## src/rtl/arm_mem_pkg.sv

```systemverilog
// Shared types and constants for the ARM data-memory SRAM controller.
package arm_mem_pkg;

  typedef enum logic [1:0] {
    IDLE = 2'd0,
    LOW  = 2'd1,
    HIGH = 2'd2,
    DONE = 2'd3
  } state_t;

  localparam logic [31:0] DEF_BASE_ADDR = 32'd1024;
  localparam int          DEF_SRAM_AW   = 18;
  localparam int          SRAM_DW       = 16;

endpackage

```

## src/rtl/sram_mem_controller_phase_counter.sv

```systemverilog
// Counts the cycles of one half-word phase; `last` marks the final cycle and
// `almost_last` the cycle before it (used to raise the write strobe early).
module phase_counter #(
  parameter int ACCESS_CYCLES = 2
) (
  input  logic clk,
  input  logic rst,
  input  logic clear,
  input  logic enable,
  output logic last,
  output logic almost_last
);

  localparam int CW = (ACCESS_CYCLES > 2) ? $clog2(ACCESS_CYCLES) : 1;

  logic [CW-1:0] cnt_r;

  // Cycle count within the current phase; clear has priority over enable.
  always_ff @(posedge clk or posedge rst) begin
    if (rst) begin
      cnt_r <= {CW{1'b0}};
    end else if (clear) begin
      cnt_r <= {CW{1'b0}};
    end else if (enable) begin
      cnt_r <= cnt_r + CW'(1);
    end else begin
      cnt_r <= cnt_r;
    end
  end

  assign last        = (cnt_r == CW'(ACCESS_CYCLES - 1));
  assign almost_last = (cnt_r == CW'(ACCESS_CYCLES - 2));

endmodule

```

## src/rtl/sram_mem_controller.sv

```systemverilog
// Splits each 32-bit load/store into two 16-bit SRAM phases and stalls the
// pipeline (ready low) until the whole word has been transferred.
module sram_mem_controller
  import arm_mem_pkg::*;
#(
  parameter logic [31:0] BASE_ADDR     = DEF_BASE_ADDR,
  parameter int          ACCESS_CYCLES = 2,
  parameter int          SRAM_AW       = DEF_SRAM_AW
) (
  input  logic               clk,
  input  logic               rst,
  input  logic               rdEn,
  input  logic               wrEn,
  input  logic [31:0]        address,
  input  logic [31:0]        writeData,
  output logic [31:0]        readData,
  output logic               ready,
  output logic [SRAM_AW-1:0] sramAddr,
  output logic [SRAM_DW-1:0] sramDqOut,
  input  logic [SRAM_DW-1:0] sramDqIn,
  output logic               sramDqOe,
  output logic               sramWeN
);

  state_t state_r, state_n;

  logic [SRAM_AW-1:0] addr_r, addr_n;
  logic [SRAM_DW-1:0] dq_r, dq_n;
  logic [SRAM_DW-1:0] lo_r, lo_n;
  logic [31:0]        rdata_r, rdata_n;
  logic               oe_r, oe_n;
  logic               wen_r, wen_n;
  logic               wr_op_r, wr_op_n;
  logic               ready_s;

  logic [31:0]        diff_s;
  logic [SRAM_AW-1:0] base_hw_s;
  logic               unused_s;
  logic               in_phase_s;
  logic               last_s;
  logic               almost_last_s;

  // Word offset from BASE_ADDR doubled into a half-word address; wraps silently.
  assign diff_s    = address - BASE_ADDR;
  assign base_hw_s = {diff_s[SRAM_AW:2], 1'b0};
  assign unused_s  = ^{diff_s[31:SRAM_AW+1], diff_s[1:0]};

  assign in_phase_s = (state_r == LOW) || (state_r == HIGH);

  phase_counter #(
    .ACCESS_CYCLES(ACCESS_CYCLES)
  ) u_phase_counter (
    .clk        (clk),
    .rst        (rst),
    .clear      (last_s | ~in_phase_s),
    .enable     (in_phase_s),
    .last       (last_s),
    .almost_last(almost_last_s)
  );

  // State register plus the registered SRAM-side outputs and read assembly.
  always_ff @(posedge clk or posedge rst) begin
    if (rst) begin
      state_r <= IDLE;
      addr_r  <= {SRAM_AW{1'b0}};
      dq_r    <= {SRAM_DW{1'b0}};
      lo_r    <= {SRAM_DW{1'b0}};
      rdata_r <= 32'd0;
      oe_r    <= 1'b0;
      wen_r   <= 1'b1;
      wr_op_r <= 1'b0;
    end else begin
      state_r <= state_n;
      addr_r  <= addr_n;
      dq_r    <= dq_n;
      lo_r    <= lo_n;
      rdata_r <= rdata_n;
      oe_r    <= oe_n;
      wen_r   <= wen_n;
      wr_op_r <= wr_op_n;
    end
  end

  // Next state and next values of the SRAM outputs (strobe high on a phase's last cycle).
  always_comb begin
    state_n = state_r;
    addr_n  = addr_r;
    dq_n    = dq_r;
    lo_n    = lo_r;
    rdata_n = rdata_r;
    oe_n    = oe_r;
    wen_n   = wen_r;
    wr_op_n = wr_op_r;
    ready_s = 1'b0;
    case (state_r)
      IDLE: begin
        ready_s = ~(rdEn | wrEn);
        if (rdEn | wrEn) begin
          state_n = LOW;
          wr_op_n = wrEn;
          addr_n  = base_hw_s;
          if (wrEn) begin
            dq_n  = writeData[15:0];
            oe_n  = 1'b1;
            wen_n = 1'b0;
          end else begin
            oe_n  = 1'b0;
            wen_n = 1'b1;
          end
        end else begin
          state_n = IDLE;
        end
      end
      LOW: begin
        if (last_s) begin
          state_n = HIGH;
          addr_n  = addr_r + SRAM_AW'(1);
          if (wr_op_r) begin
            dq_n  = writeData[31:16];
            wen_n = 1'b0;
          end else begin
            lo_n  = sramDqIn;
            wen_n = 1'b1;
          end
        end else if (almost_last_s) begin
          wen_n = 1'b1;
        end else begin
          wen_n = ~wr_op_r;
        end
      end
      HIGH: begin
        if (last_s) begin
          state_n = DONE;
          oe_n    = 1'b0;
          wen_n   = 1'b1;
          if (wr_op_r) begin
            rdata_n = rdata_r;
          end else begin
            rdata_n = {sramDqIn, lo_r};
          end
        end else if (almost_last_s) begin
          wen_n = 1'b1;
        end else begin
          wen_n = ~wr_op_r;
        end
      end
      DONE: begin
        ready_s = 1'b1;
        state_n = IDLE;
      end
      default: begin
        state_n = IDLE;
        oe_n    = 1'b0;
        wen_n   = 1'b1;
      end
    endcase
  end

  assign ready     = ready_s;
  assign readData  = rdata_r;
  assign sramAddr  = addr_r;
  assign sramDqOut = dq_r;
  assign sramDqOe  = oe_r;
  assign sramWeN   = wen_r;

endmodule

```

## config.mk

```make
export PLATFORM = sky130hd
export DESIGN_NAME = sram_mem_controller
export DESIGN_NICKNAME = d
export VERILOG_FILES = /design/src/rtl/arm_mem_pkg.sv /design/src/rtl/sram_mem_controller_phase_counter.sv /design/src/rtl/sram_mem_controller.sv
export SDC_FILE = /design/constraint.sdc
export NUM_CORES = 1
export LEC_CHECK = 0
export BUFFER_PORTS_ARGS = -buffer_cell sky130_fd_sc_hd__buf_2
export CAP_MARGIN = 10
export CORE_MARGIN = 5
export CORE_UTILIZATION = 50
export DETAILED_ROUTE_END_ITERATION = 16
export HOLD_SLACK_MARGIN = 0.03
export PLACE_DENSITY = 0.81
export RECOVER_POWER = 100
export SLEW_MARGIN = 15
export SYNTH_ARGS = -nofsm -noshare
export SYNTH_HDL_FRONTEND = slang
export SYNTH_SLANG_ARGS = --single-unit
```

## constraint.sdc

```tcl
create_clock -name clk -period 3.1 [get_ports clk]
set_clock_uncertainty 0.1 [all_clocks]
set_input_delay 0.31 -clock clk [delete_from_list [all_inputs] [get_ports clk]]
set_output_delay 0.31 -clock clk [all_outputs]
set_load 0.005 [all_outputs]
```

==> out/summary.txt, run 1 <==
OUTCOME
-----------------------------------------------------------------------------------------------
Status                                                                             complete, but fails checks
Failing checks                                                                     capacitance limit, slew limit

PWR
-----------------------------------------------------------------------------------------------
PwrDens                                                                            1041 nW/um^2
Overall power of the completed layout                                                0.005302 W
Peak supply drop                                                                       563.2 uV
Lkg Pwr                                                                                2.271 nW

LOGIC SYNTHESIS
-----------------------------------------------------------------------------------------------
Mean instance size in the synthesized netlist                                        11.34 um^2
Async set or reset register ratio after synthesis                                         1.000
Number of warnings issued by yosys                                                            0
Top cell type's share of synthesized area                                                0.5232
Cell taking the most area after synthesis                                          sky130_fd_sc_hd__dfrtp_1
Synthesized cell area                                                                 4161 um^2
Sequential fraction of the synthesis area                                                0.5295
Number of cells produced by synthesis                                                       367
Syn nets                                                                                    457
Post-synthesis register bit count                                                            88
Cell types with the largest area share after synthesis                             sky130_fd_sc_hd__dfrtp_1 (52%), sky130_fd_sc_hd__mux2_2 (13%), sky130_fd_sc_hd__mux2i_1 (5.5%)
Number of synthesized flops with an enable pin                                                0
Unique cell type count in the Yosys netlist                                                  43
Most used flip-flop cell after synthesis                                           sky130_fd_sc_hd__dfrtp_1

FLOORPLANNING
-----------------------------------------------------------------------------------------------
Starting density of the core                                                             0.5090
Core ar.                                                                              8175 um^2
I/O pin count                                                                               153
Overall die area                                                                     10250 um^2
Die width                                                                              101.2 um
Die Height                                                                             101.2 um
Number of core rows                                                                          33

TIMING
-----------------------------------------------------------------------------------------------
Tmin final                                                                              2431 ps
Final Hold Fails                                                                              0
Remaining max-slew budget at the tightest pin                                           -0.2377
Number of setup violations in the final report                                                0
Final count of pins violating max slew                                                       41
FMAX                                                                                  411.4 MHz
Worst-Margin Slew                                                                       1846 ps
Final sum of negative setup slack                                                          0 ps
Final Cycle Share                                                                        0.7841
Setup repair after global routing missed its margin                                       false

WORST SETUP PATH
-----------------------------------------------------------------------------------------------
Critical Path, Cell by Cell                                                        inv_1, ha_1, buf_4, nor2b_1, nor3_1, buf_4, and3_1, o21ai_0, o221a_2
Slowest library cell on the worst path                                             sky130_fd_sc_hd__nor3_1
Data required time at the worst endpoint                                                3240 ps
Critical Path AT                                                                        2570 ps
Most Frequent Cell on Critical Path                                                sky130_fd_sc_hd__buf_4
Highest fanout seen on the critical path                                                     30
Kind of end point of the critical path                                                     flop
Largest stage delay on the critical path                                                 450 ps
Critical path class                                                                flop to flop
Kind of start point of the critical path                                                   flop

DRT
-----------------------------------------------------------------------------------------------
Total via count in the routed design                                                       3319
Post-DR wirelength/cell                                                                15.38 um
# DRC                                                                                         0
Mean number of vias per cell                                                              5.379
Detailed-router iteration count before antenna repair                                         4
Final Routed Wirelength                                                                 9492 um
DRT iter0 DRCs                                                                               78
Routed Antenna Nets                                                                           0

CTS
-----------------------------------------------------------------------------------------------
Clock insertion delay at the later pin of the skew report                                360 ps
Number of buffers added by the clock tree synthesis step                                      9
Sink Count                                                                                   88
Buffer depth of the longest clock path                                                        2
TritonCTS clock tree                                                                       done
Clock input transition at the sequential cells of the worst setup and hold paths         100 ps
Post-CTS Setup Repair Bufs                                                                    0
CTS H-Tree Depth                                                                              3
Root buf cell                                                                      sky130_fd_sc_hd__clkbuf_8
Number of instances resized during post-cts repair                                            0

CELLS AND AREA
-----------------------------------------------------------------------------------------------
Area Growth Syn to Fin                                                                   22.40%
Commonest non-fill, non-tap cell in the layout                                     sky130_fd_sc_hd__buf_2
Commonest non-fill, non-tap cells in the layout                                    sky130_fd_sc_hd__buf_2 (94), sky130_fd_sc_hd__dfrtp_1 (87), sky130_fd_sc_hd__mux2_2 (49), sky130_fd_sc_hd__clkbuf_1 (42), sky130_fd_sc_hd__nor2_1 (35)
Fraction of layout instances using a drive strength above 1                              0.3438
Count of inserted antenna diode cells                                                         0
Final nets                                                                                  597

GLOBAL ROUTING
-----------------------------------------------------------------------------------------------
Overall routing resource usage                                                           0.1856
Global-route wire length before repair                                                 15220 um
Maximum number of pins on one net before global-route repair                                 49
Overflow left after global routing                                                            0
Antenna violations before repair                                                              0
Via count of the first global-routing pass                                                 3308

WORST HOLD PATH
-----------------------------------------------------------------------------------------------
Path class of the lowest-slack min-delay path                                      input pin to flop

FLOW RUN
-----------------------------------------------------------------------------------------------
Count of maximum capacitance violations                                                       1

PLACED DESIGN
-----------------------------------------------------------------------------------------------
Post-detailed-placement half-perimeter wirelength                                       7080 um
Global placer's final weighted congestion                                                0.8125
Port bufs                                                                                   137

[logic make-up after synthesis]
logic type,synth area share
adders and majority gates,0.01804
AOI/OAI and AO/OA,0.1007
and+or+nand+nor,0.1188
DFF,0.5295
muxes,0.1879
buffers and inverters,0.03037
xor gates and xnor gates,0.01473
[final timing paths]
check | depth (start not counted) | to | start | slack [ps]
min reg2reg | 1 | readData[4] | lo_r[4] | 400
min in group asynchronous | 3 | sramAddr[8] | rst | 860
max | 9 | sramAddr[5] | state_r[1] | 670
min | 2 | readData[19] | sramDqIn[3] | 90
max in group asynchronous | 4 | lo_r[13] | rst | 1140
max reg2reg | 9 | sramAddr[5] | state_r[1] | 670
[timing repair]
item | CTS | global route
setup endpoints to repair | 0 | 0
hold buffers | 1 | 0
hold endpoints to repair | 39 | 0
[registers in the layout (all words and copies together), names as in the netlist, 2 cells and up]
| name | count |
|---|---|
| lo_r | 16 |
| readData | 32 |
| sramAddr | 18 |
| sramDqOut | 16 |
| state_r | 2 |
[cell type report]
type                            count  area [um^2]
Clock buffer                        9        123.9
Clock inverter                      7        73.82
Fill cell                         716         3082
Inverter                            7        27.53
Multi-Input combinational cell    256         1832
Sequential cell                    88         2203
Tap cell                          105        131.4
Timing Repair Buffer              145        701.9
[power breakdown]
group	internal [W]	switching, W
Sequential	0.00175	0.000439
Combinational	0.00114	0.00119
Clock	0.000316	0.000457
[layer usage]
metal / routed length (um) / track usage / vias up
li1: - / - / 1589
met1: 3821 / 0.2263 / 1612
met2: 4906 / 0.3229 / 99
met3: 553 / 0.03375 / 19
met4: 210 / 0.07873 / 0
met5: 0 / 0 / -
[synth_stat cells, types with 2 or more instances]
| library cell | count |
|---|---|
| sky130_fd_sc_hd__a21o_1 | 2 |
| sky130_fd_sc_hd__nand2_1 | 24 |
| sky130_fd_sc_hd__buf_2 | 8 |
| sky130_fd_sc_hd__o22ai_1 | 9 |
| sky130_fd_sc_hd__nor2b_1 | 6 |
| sky130_fd_sc_hd__o21ai_0 | 15 |
| sky130_fd_sc_hd__nor3_1 | 5 |
| sky130_fd_sc_hd__o221a_2 | 3 |
| sky130_fd_sc_hd__buf_6 | 2 |
| sky130_fd_sc_hd__inv_1 | 7 |
| sky130_fd_sc_hd__nand3b_1 | 2 |
| sky130_fd_sc_hd__nor4_1 | 3 |
| sky130_fd_sc_hd__and3_1 | 3 |
| sky130_fd_sc_hd__mux2_2 | 49 |
| sky130_fd_sc_hd__nand3_1 | 10 |
| sky130_fd_sc_hd__xnor2_1 | 4 |
| sky130_fd_sc_hd__nand4_1 | 5 |
| sky130_fd_sc_hd__clkbuf_1 | 4 |
| sky130_fd_sc_hd__mux2i_1 | 23 |
| sky130_fd_sc_hd__nor2_1 | 35 |
| sky130_fd_sc_hd__a21oi_1 | 33 |
| sky130_fd_sc_hd__dfrtp_1 | 87 |
| sky130_fd_sc_hd__xor2_1 | 3 |
| sky130_fd_sc_hd__ha_1 | 6 |
[per-stage QoR]
step	hold WS [ps]	std cells	instance area (um^2)	utilization	setup slack, ps
floorplan	353.6	367	4161	-	413.1
global placement	351.4	600	4957	0.6064	905.6
detailed placement	351.8	600	4957	0.6064	810.0
CTS	75.42	617	5165	0.6318	765.8
global route	83.31	617	5094	0.6230	382.2
finish	90.93	617	5094	0.6230	669.2
[critical path: cells and delay by family (launching register included)]
family / cells / cell delay (ps)
AO/OA/AOI/OAI: 2 / 230
flip-flops: 1 / 390
AND/OR/NAND/NOR: 3 / 800
buffers and inverters: 3 / 590
adder cells (fa/ha/maj): 1 / 200
(Power assumes the default switching activity.)
==> run 2: changes to the inputs <==
Settings changed: CORE_UTILIZATION 50 to 45, PLACE_DENSITY 0.81 to 0.77.
Clock period 3.1 ns to 2.2 ns, I/O delays scaled along.
==> out/summary.txt, run 2 (synthesized netlist as in run 1, its figures left out) <==
FLOW RUN
-----------------------------------------------------------------------------------------------
Count of maximum capacitance violations                                                       0

PWR
-----------------------------------------------------------------------------------------------
Peak supply drop                                                                       802.4 uV
Lkg Pwr                                                                                2.396 nW
Overall power of the completed layout                                                0.007683 W
PwrDens                                                                            1421 nW/um^2

TIMING
-----------------------------------------------------------------------------------------------
Setup WS post-layout                                                                   117.2 ps
Worst-Margin Slew                                                                      864.5 ps
Final Cycle Share                                                                        0.9467
Final count of pins violating max slew                                                        0
Setup repair after global routing missed its margin                                        true
Final Hold Fails                                                                              0
Tmin final                                                                              2083 ps
FMAX                                                                                  480.1 MHz
Number of setup violations in the final report                                                0
Remaining max-slew budget at the tightest pin                                            0.4237

GLOBAL ROUTING
-----------------------------------------------------------------------------------------------
Via count of the first global-routing pass                                                 3465
Overall routing resource usage                                                           0.1788
Antenna violations before repair                                                              0
Global-route wire length before repair                                                 16300 um
Overflow left after global routing                                                            0
Maximum number of pins on one net before global-route repair                                 39

CTS
-----------------------------------------------------------------------------------------------
Buffer depth of the longest clock path                                                        2
CTS H-Tree Depth                                                                              3
Number of buffers added by the clock tree synthesis step                                      9
Clock insertion delay at the later pin of the skew report                                350 ps
Sink Count                                                                                   88
Clock input transition at the sequential cells of the worst setup and hold paths         100 ps
TritonCTS clock tree                                                                       done
Root buf cell                                                                      sky130_fd_sc_hd__clkbuf_8

FLOORPLANNING
-----------------------------------------------------------------------------------------------
Core ar.                                                                              9109 um^2
I/O pin count                                                                               153
Starting density of the core                                                             0.4569
Die Height                                                                             106.2 um
Die width                                                                              106.2 um
Overall die area                                                                     11270 um^2
Number of core rows                                                                          35

DRT
-----------------------------------------------------------------------------------------------
Post-DR wirelength/cell                                                                15.24 um
Mean number of vias per cell                                                              5.227
Routed Antenna Nets                                                                           0
# DRC                                                                                         0
Final Routed Wirelength                                                                 9938 um
Total via count in the routed design                                                       3408
Detailed-router iteration count before antenna repair                                         6
DRT iter0 DRCs                                                                               92

WORST SETUP PATH
-----------------------------------------------------------------------------------------------
Kind of end point of the critical path                                             primary output
Critical Path AT                                                                        1760 ps
Data required time at the worst endpoint                                                1880 ps
Kind of start point of the critical path                                                   flop
Highest fanout seen on the critical path                                                      5
Critical path class                                                                flop to primary output

CELLS AND AREA
-----------------------------------------------------------------------------------------------
Number of flip-flops under the largest register name                                         32
Sequential standard cell area                                                         2203 um^2
Area taken by multi-input logic gates                                                 1856 um^2
Area of all placed cells without fillers                                              5406 um^2
Commonest non-fill, non-tap cell in the layout                                     sky130_fd_sc_hd__buf_2
Area Growth Syn to Fin                                                                   29.92%
Final nets                                                                                  626
Fraction of layout instances using a drive strength above 1                              0.3420
Count of inserted antenna diode cells                                                         0
Commonest non-fill, non-tap cells in the layout                                    sky130_fd_sc_hd__buf_2 (90), sky130_fd_sc_hd__dfrtp_1 (87), sky130_fd_sc_hd__mux2_2 (49), sky130_fd_sc_hd__clkbuf_1 (47), sky130_fd_sc_hd__nor2_1 (34)
Fill cell count                                                                             788
Final cell count without fillers                                                            652

PLACED DESIGN
-----------------------------------------------------------------------------------------------
Global placer's final weighted congestion                                                0.8412
Area post-placement                                                                   5065 um^2
Post-detailed-placement half-perimeter wirelength                                       7262 um
Inst Count DP                                                                               614
Port bufs                                                                                   137
Pre-CTS worst setup slack                                                              40.87 ps

WORST HOLD PATH
-----------------------------------------------------------------------------------------------
Path class of the lowest-slack min-delay path                                      input pin to flop

OUTCOME
-----------------------------------------------------------------------------------------------
Status                                                                             complete, no violations

[run 2: path summary, 6_finish.rpt]
path                         startpoint            to  slack, ps  cells after the start
setup / recovery             state_r[0]         ready        120                      7
hold / removal             writeData[7]  sramDqOut[7]         60                      3
setup reg to reg             state_r[0]   sramAddr[5]        150                      7
hold reg to reg                 lo_r[2]   readData[2]        390                      1
max in group asynchronous           rst  sramAddr[10]        350                      4
min in group asynchronous           rst       lo_r[7]        370                      3
[run 2: layer usage]
layer | track usage | up-vias | part of all wire
li1 | - | 1647 | -
met1 | 0.2205 | 1665 | 0.41
met2 | 0.3100 | 77 | 0.53
met3 | 0.02914 | 19 | 0.037
met4 | 0.07493 | 0 | 0.022
met5 | 0 | - | 0
[run 2: cell type report]
type | count | share of cell area
clock buffer | 9 | 0.02291
clock inverter | 7 | 0.01319
inverter | 7 | 0.005091
multi-input combinational | 256 | 0.3432
sequential | 88 | 0.4075
tap | 111 | 0.02569
timing repair buffer | 174 | 0.1824
[run 2: metrics by stage]
| step | setup TNS (ps) | utilization | hold slack (ps) |
|---|---|---|---|
| 2_1_floorplan | 0 | - | 263.6 |
| 3_3_place_gp | 0 | 0.5560 | 137.0 |
| 3_5_place_dp | 0 | 0.5560 | 139.6 |
| 4_1_cts | 0 | 0.5995 | 30.45 |
| 5_1_grt | -22.30 | 0.5935 | 45.21 |
| 6_report | 0 | 0.5935 | 64.70 |
[run 2: where the power goes]
part           switching (W)  leakage, nW  internal [W]
Sequential          0.000610         1.01       0.00247
Clock               0.000643       0.0926      0.000442
Combinational        0.00174         1.29       0.00178
[run 2: critical path, cell delays in order, from the launching register on]
cell	delay, ps
sky130_fd_sc_hd__dfrtp_1	430
sky130_fd_sc_hd__inv_1	100
sky130_fd_sc_hd__ha_2	210
sky130_fd_sc_hd__nor3b_4	230
sky130_fd_sc_hd__buf_4	170
sky130_fd_sc_hd__nor2_1	40
sky130_fd_sc_hd__nor2_1	100
sky130_fd_sc_hd__buf_2	130
[run 2: repair_timing]
| item | in CTS | in global routing |
|---|---|---|
| hold buffers | 20 | 1 |
| buffers inserted | 0 | 1 |
| hold endpoints to repair | 50 | 1 |
| resized for setup | 0 | 3 |
| endpoints found under the setup margin | 0 | 11 |
